### src/rtl/clock_pkg.sv
// Shared constants and helpers for the clock's ASCII time-setting path.
// Holds ASCII bounds, parser position encodings, error codes and the BCD range check.
package clock_pkg;

  localparam logic [7:0] ASCII_DIGIT_LO = 8'h30;
  localparam logic [7:0] ASCII_DIGIT_HI = 8'h39;
  localparam logic [7:0] ASCII_COLON    = 8'h3A;
  localparam logic [7:0] ASCII_CR       = 8'h0D;

  localparam logic [3:0] POS_H_T  = 4'd0;
  localparam logic [3:0] POS_H_O  = 4'd1;
  localparam logic [3:0] POS_SEP1 = 4'd2;
  localparam logic [3:0] POS_M_T  = 4'd3;
  localparam logic [3:0] POS_M_O  = 4'd4;
  localparam logic [3:0] POS_SEP2 = 4'd5;
  localparam logic [3:0] POS_S_T  = 4'd6;
  localparam logic [3:0] POS_S_O  = 4'd7;
  localparam logic [3:0] POS_TERM = 4'd8;

  localparam logic [1:0] ERR_NONE   = 2'b00;
  localparam logic [1:0] ERR_FORMAT = 2'b01;
  localparam logic [1:0] ERR_RANGE  = 2'b10;

  // Digit 5 is hour tens, digit 0 is seconds ones.
  typedef logic [5:0][3:0] bcd_time_t;

  function automatic logic [2:0] digit_idx(input logic [3:0] pos);
    logic [2:0] idx;
    case (pos)
      POS_H_T: idx = 3'd5;
      POS_H_O: idx = 3'd4;
      POS_M_T: idx = 3'd3;
      POS_M_O: idx = 3'd2;
      POS_S_T: idx = 3'd1;
      default: idx = 3'd0;
    endcase
    return idx;
  endfunction

  function automatic logic time_in_range(input bcd_time_t t);
    logic hours_ok;
    hours_ok = (t[5] < 4'd2) || ((t[5] == 4'd2) && (t[4] <= 4'd3));
    return hours_ok && (t[3] <= 4'd5) && (t[1] <= 4'd5);
  endfunction

endpackage

### src/rtl/char_to_num_decoder.sv
// Combinational ASCII digit decoder: flags '0'..'9' and returns its numeric value.
module char_to_num_decoder
  import clock_pkg::*;
(
  input  logic [7:0] char_data,
  output logic       is_digit,
  output logic [3:0] value
);

  assign is_digit = (char_data >= ASCII_DIGIT_LO) && (char_data <= ASCII_DIGIT_HI);
  assign value    = char_data[3:0];

endmodule

### src/rtl/char_to_time_parser.sv
// Parses "HH:MM:SS"+terminator into six registered BCD digits with load/error strobes.
// Range checking of the received time is enabled by defining PARSER_RANGE_CHECK_EN.
module char_to_time_parser
  import clock_pkg::*;
#(
  parameter logic [7:0] TERM_CHAR = ASCII_CR,
  parameter logic [7:0] SEP_CHAR  = ASCII_COLON
) (
  input  logic       clk,
  input  logic       rst,
  input  logic       char_valid,
  input  logic [7:0] char_data,
  output logic [3:0] hour_t,
  output logic [3:0] hour_o,
  output logic [3:0] min_t,
  output logic [3:0] min_o,
  output logic [3:0] sec_t,
  output logic [3:0] sec_o,
  output logic       time_valid,
  output logic       err,
  output logic [1:0] err_code,
  output logic       busy
);

  logic       is_digit;
  logic [3:0] digit_val;
  logic       range_ok;

  logic [3:0] pos_q, pos_d;
  bcd_time_t  stg_q, stg_d;
  bcd_time_t  out_q, out_d;
  logic       tv_q, tv_d;
  logic       err_q, err_d;
  logic [1:0] code_q, code_d;

  char_to_num_decoder u_dec (
    .char_data (char_data),
    .is_digit  (is_digit),
    .value     (digit_val)
  );

`ifdef PARSER_RANGE_CHECK_EN
  assign range_ok = time_in_range(stg_q);
`else
  assign range_ok = 1'b1;
`endif

  always_comb begin
    pos_d  = pos_q;
    stg_d  = stg_q;
    out_d  = out_q;
    tv_d   = 1'b0;
    err_d  = 1'b0;
    code_d = code_q;
    if (char_valid) begin
      case (pos_q)
        POS_H_T, POS_H_O, POS_M_T, POS_M_O, POS_S_T, POS_S_O: begin
          if (is_digit) begin
            stg_d[digit_idx(pos_q)] = digit_val;
            pos_d = pos_q + 4'd1;
          end else if (!((pos_q == POS_H_T) && (char_data == TERM_CHAR))) begin
            // Terminator at idle is a blank line or CR/LF tail, not an error.
            err_d  = 1'b1;
            code_d = ERR_FORMAT;
            pos_d  = POS_H_T;
          end
        end
        POS_SEP1, POS_SEP2: begin
          if (char_data == SEP_CHAR) begin
            pos_d = pos_q + 4'd1;
          end else begin
            err_d  = 1'b1;
            code_d = ERR_FORMAT;
            pos_d  = POS_H_T;
          end
        end
        POS_TERM: begin
          pos_d = POS_H_T;
          if (char_data != TERM_CHAR) begin
            err_d  = 1'b1;
            code_d = ERR_FORMAT;
          end else if (range_ok) begin
            out_d = stg_q;
            tv_d  = 1'b1;
          end else begin
            err_d  = 1'b1;
            code_d = ERR_RANGE;
          end
        end
        default: pos_d = POS_H_T;
      endcase
    end
  end

  always_ff @(posedge clk or posedge rst) begin
    if (rst) begin
      pos_q  <= POS_H_T;
      stg_q  <= '0;
      out_q  <= '0;
      tv_q   <= 1'b0;
      err_q  <= 1'b0;
      code_q <= ERR_NONE;
    end else begin
      pos_q  <= pos_d;
      stg_q  <= stg_d;
      out_q  <= out_d;
      tv_q   <= tv_d;
      err_q  <= err_d;
      code_q <= code_d;
    end
  end

  assign hour_t     = out_q[5];
  assign hour_o     = out_q[4];
  assign min_t      = out_q[3];
  assign min_o      = out_q[2];
  assign sec_t      = out_q[1];
  assign sec_o      = out_q[0];
  assign time_valid = tv_q;
  assign err        = err_q;
  assign err_code   = code_q;
  assign busy       = (pos_q != POS_H_T);

endmodule

### config.mk
export PLATFORM = sky130hd
export DESIGN_NAME = char_to_time_parser
export DESIGN_NICKNAME = d
export VERILOG_FILES = /design/src/rtl/clock_pkg.sv /design/src/rtl/char_to_num_decoder.sv /design/src/rtl/char_to_time_parser.sv
export SDC_FILE = /design/constraint.sdc
export NUM_CORES = 1
export LEC_CHECK = 0
export ABC_CLOCK_PERIOD_IN_PS = 2200
export CAP_MARGIN = 20
export CORE_AREA = 2 2 78 80
export DETAILED_ROUTE_END_ITERATION = 16
export DIE_AREA = 0 0 80 82
export GPL_ROUTABILITY_DRIVEN = 0
export PLACE_DENSITY = 0.76
export SLEW_MARGIN = 0
export SYNTH_ARGS = -nofsm -noshare
export SYNTH_HDL_FRONTEND = slang
export SYNTH_SLANG_ARGS = --single-unit
### constraint.sdc
create_clock -name clk -period 2.2 [get_ports clk]
set_input_delay 0.22 -clock clk [delete_from_list [all_inputs] [get_ports clk]]
set_output_delay 0.22 -clock clk [all_outputs]
set_load 0.005 [all_outputs]
==> run summary <==
==================================================================================================
Placeable core region                                                                     5746 µm²
Final std cells w/o fill                                                                       319
Number of vias in the routed layout                                                          1,709
Overflow left after global routing                                                               0
Clock transition time at the flip-flop clock pins of the worst setup and hold paths         100 ps
Fraction of synthesized cell area taken by the top area cell type                           54.70%
Cell-by-cell trace of the critical path                                               buf_4, buf_4, ha_4, nand2b_4, a211o_4, nor4_4, mux2_2
Worst endpoint data arrival time                                                           2360 ps
Number of placed instances, taps included                                                      307
Maximum clock frequency                                                                  464.4 MHz
Yosys Warn Count                                                                                 0
Total placed instance area                                                                3112 µm²
Cell count of the worst reg-to-reg path                                                          7
Biggest area contributors in the synthesized netlist                                  sky130_fd_sc_hd__dfrtp_1 (55%), sky130_fd_sc_hd__mux2_2 (21%), sky130_fd_sc_hd__nor4_4 (2.5%), sky130_fd_sc_hd__ha_1 (2.0%), sky130_fd_sc_hd__buf_6 (1.3%)
Capturing point of the worst reg2reg path                                                stg_q[12]
Worst-case headroom to the max-slew limit                                                   67.15%
Insertion delay to the later sink of the worst-skew pair                                    310 ps
Cell type contributing the most total cell area after synthesis                       sky130_fd_sc_hd__dfrtp_1
Biggest fanout along the worst timing path                                                       6
Height of the die                                                                            82 µm
Floorplan row count                                                                             28
Unique cell type count in the Yosys netlist                                                     46
Worst IR Drop VDD                                                                         346.6 µV
P&R area growth vs syn                                                                      31.92%
Sequential power share                                                                       56.0%
Post-synthesis register bit count                                                               55
Worst setup path class                                                                flip-flop to flip-flop
Switching share of power                                                                    22.30%
Count of TritonRoute iterations in the first routing pass                                        4
Share of layout cells above drive strength 1                                                40.98%
Least setup slack across all paths after layout                                           46.59 ps
CTS Hold Bufs                                                                                    0
Clock skew after layout                                                                   3.327 ps
Crit. path cell count                                                                            7
Most used flip-flop cell after synthesis                                              sky130_fd_sc_hd__dfrtp_1
Root cell of the clock tree                                                           sky130_fd_sc_hd__clkbuf_8
Time the final worst path needs with I/O delays and setup                                  2153 ps
Required arrival time at the worst endpoint                                                2400 ps
Number of port buffers                                                                          38
Source of the worst register-to-register timing path                                      pos_q[0]
Setup repair after global routing missed its margin                                            yes
Clock share of power                                                                         36.0%
GRT Resource Usage Total                                                                    16.77%
Routed Antenna Nets                                                                              0
Class of the most critical hold timing path                                           input port to async pin
Most common cell in the netlist                                                       sky130_fd_sc_hd__dfrtp_1
TritonCTS clock tree                                                                          done
Placed wire-length estimate                                                               3.591 mm
Logic gate share of total power                                                               8.0%
Average cell area after synthesis                                                        13.98 µm²
Total I/O pin count                                                                             40
Most numerous cell on the critical path                                               sky130_fd_sc_hd__buf_4
Total of endpoints with negative setup slack in the final report                                 0
Clock Path Buffers                                                                               2
Net Sw Power                                                                              417.7 µW
X dimension of the die                                                                       80 µm
Count of flip-flops with a built-in enable after synthesis                                       0
Largest delay share family, worst path                                                simple AND/OR/NAND/NOR gates
Final worst-path cycle share                                                                97.88%
Crit path to                                                                             stg_q[12]
Layout Cell Area excl Fill                                                                3319 µm²
Layout Utilization                                                                          57.77%
Worst slack at placement                                                                 -46.88 ps
Result of the run                                                                     complete, no violations
Cell leakage power                                                                        1.543 nW
Post-detailed-route wirelength per cell                                                   16.36 µm
Post-Syn Nets                                                                                  195
Sequential area share after synthesis                                                       54.70%
Max-slew violation count                                                                         0
Number of sinks handled by clock tree synthesis                                                 55
Power density over the cells                                                          564.4 nW/µm²
CP endpoint kind                                                                         flip-flop
Worst hold margin                                                                         277.2 ps
Total Die Area                                                                            6560 µm²
# Max-Cap Violations                                                                             0
Slew at the pin with the worst max-slew slack                                             489.0 ps
Number of buffers created by CTS                                                                 5
Endpoints failing hold                                                                           0
Peak per-stage delay on the critical path                                                   430 ps
Worst reg2reg setup slack                                                                    50 ps
Wire length of the first global-routing pass                                              8.335 mm
Initial antenna violation count                                                                  0
DRT Wirelength                                                                            5.220 mm
Net count, final                                                                               258
Int Power                                                                                 1.456 mW
Initial core utilization                                                                    43.79%
Antenna Cells                                                                                    0
Cell types with the highest counts after synthesis                                    sky130_fd_sc_hd__dfrtp_1 (55), sky130_fd_sc_hd__mux2_2 (47), sky130_fd_sc_hd__inv_1 (6)
CP bufs+invs                                                                                     2
H-tree lvl count                                                                                 2
Via count of the first global-routing pass                                                   1,724
1st-iter DRT viols                                                                              63
Cell with the biggest individual delay on the critical path                           sky130_fd_sc_hd__nor4_4
Share of synthesized registers carrying an async set or reset                               100.0%
Routed vias/inst                                                                             5.357
Critical Path Start Type                                                                 flip-flop
Instance count of the mapped netlist                                                           180
Largest net degree at the start of global routing                                               56
Crit path launch                                                                          pos_q[0]
DRC violations left                                                                              0
Layout fillers                                                                                 493
Post-Syn Area                                                                             2516 µm²
==================================================================================================
-- cells in the final DEF (no fill, tap or decap), types with 2 or more instances in the layout --
cell                              netlist  routed
sky130_fd_sc_hd__mux2_4                 0       3
sky130_fd_sc_hd__clkdlybuf4s50_1        0      37
sky130_fd_sc_hd__o21ai_0                3       3
sky130_fd_sc_hd__a41oi_1                2       2
sky130_fd_sc_hd__o2111ai_1              3       3
sky130_fd_sc_hd__inv_2                  0       3
sky130_fd_sc_hd__nor2_1                 3       3
sky130_fd_sc_hd__ha_4                   0       3
sky130_fd_sc_hd__and3_1                 2       2
sky130_fd_sc_hd__mux2_2                47      44
sky130_fd_sc_hd__and4bb_2               2       2
sky130_fd_sc_hd__inv_1                  6       3
sky130_fd_sc_hd__clkbuf_8               0       5
sky130_fd_sc_hd__a21o_1                 3       3
sky130_fd_sc_hd__nor3_1                 3       3
sky130_fd_sc_hd__nand2_1                4       4
sky130_fd_sc_hd__nor4_4                 3       3
sky130_fd_sc_hd__nor3_2                 2       2
sky130_fd_sc_hd__nor2b_1                2       2
sky130_fd_sc_hd__dfrtp_1               55      55
sky130_fd_sc_hd__buf_4                  2      27
-- repair_timing --
| item | 4_1_cts | 5_1_grt |
|---|---|---|
| pin swaps | 2 | 3 |
| setup endpoints to repair | 21 | 17 |
| setup buffers | 2 | 2 |
| gates resized for setup | 6 | 9 |
-- metrics by stage --
| stage | setup TNS, ps | total power [mW] |
|---|---|---|
| CTS | 0 | 1.892 |
| global route | -58.52 | 1.955 |
| floorplan | 0 | 1.142 |
| detailed placement | -293.5 | 1.212 |
| finish | 0 | 1.873 |
| global placement | 0 | 1.208 |
-- layout make-up --
type	instances	area (µm²)	area share (%)
Sequential cell	55	1376	41.46
Multi-Input combinational cell	109	1110	33.43
Timing Repair Buffer	66	605.6	18.24
Tap cell	75	93.84	2.827
Clock buffer	6	72.57	2.186
Clock inverter	2	38.79	1.168
Inverter	6	22.52	0.6785
-- sequential cells by signal, indices dropped and copies added (netlist names), 4 cells and up --
signal  flops
hour_o      4
hour_t      4
min_t       4
pos_q       4
stg_q      24
sec_o       4
min_o       4
sec_t       4
-- worst reg2reg max path: cells and delay by family, from the launching register on --
kind / cells / cell delay [ps]
AOI/OAI and AO/OA: 1 / 400
buffers and inverters: 2 / 250
muxes: 1 / 380
and+or+nand+nor: 2 / 500
DFF: 1 / 380
adders and majority gates: 1 / 150
-- power groups by stage --
stage / Combinational, mW / Sequential [mW] / Clock, mW
6_report: 0.150 / 1.05 / 0.675
5_1_grt: 0.163 / 1.05 / 0.739
4_1_cts: 0.147 / 1.05 / 0.697
3_5_place_dp: 0.144 / 1.07 / 0
3_3_place_gp: 0.140 / 1.07 / 0
2_1_floorplan: 0.0784 / 1.06 / 0
-- logic make-up after synthesis --
group	count (synthesis)	share of synthesized area, %
AOI/OAI and AO/OA	23	7.410
muxes	49	21.88
adders and majority gates	4	1.989
and+or+nand+nor	32	10.14
buffers and inverters	16	3.729
other	1	0.1490
DFF	55	54.70
-- worst min-delay path by stage --
stage | start | endpoint | slack (ps) | cells past startpoint
2_1_floorplan | char_data[0] | stg_q[0] | 370 | 1
3_3_place_gp | err_code[0] | err_code[0] | 460 | 1
3_5_place_dp | err_code[0] | err_code[0] | 470 | 1
4_1_cts | rst | stg_q[17] | 290 | 3
5_1_grt | rst | stg_q[17] | 290 | 3
6_report | rst | hour_o[1] | 280 | 3
-- per-layer routing --
layer | up-vias | GRT usage [%] | wire length, µm
li1 | 782 | - | -
met1 | 865 | 22.16 | 2396
met2 | 53 | 26.42 | 2476
met3 | 9 | 4.396 | 226
met4 | 0 | 6.780 | 121
met5 | - | 0 | 0
No activity file was read; power rests on OpenSTA's default activity.
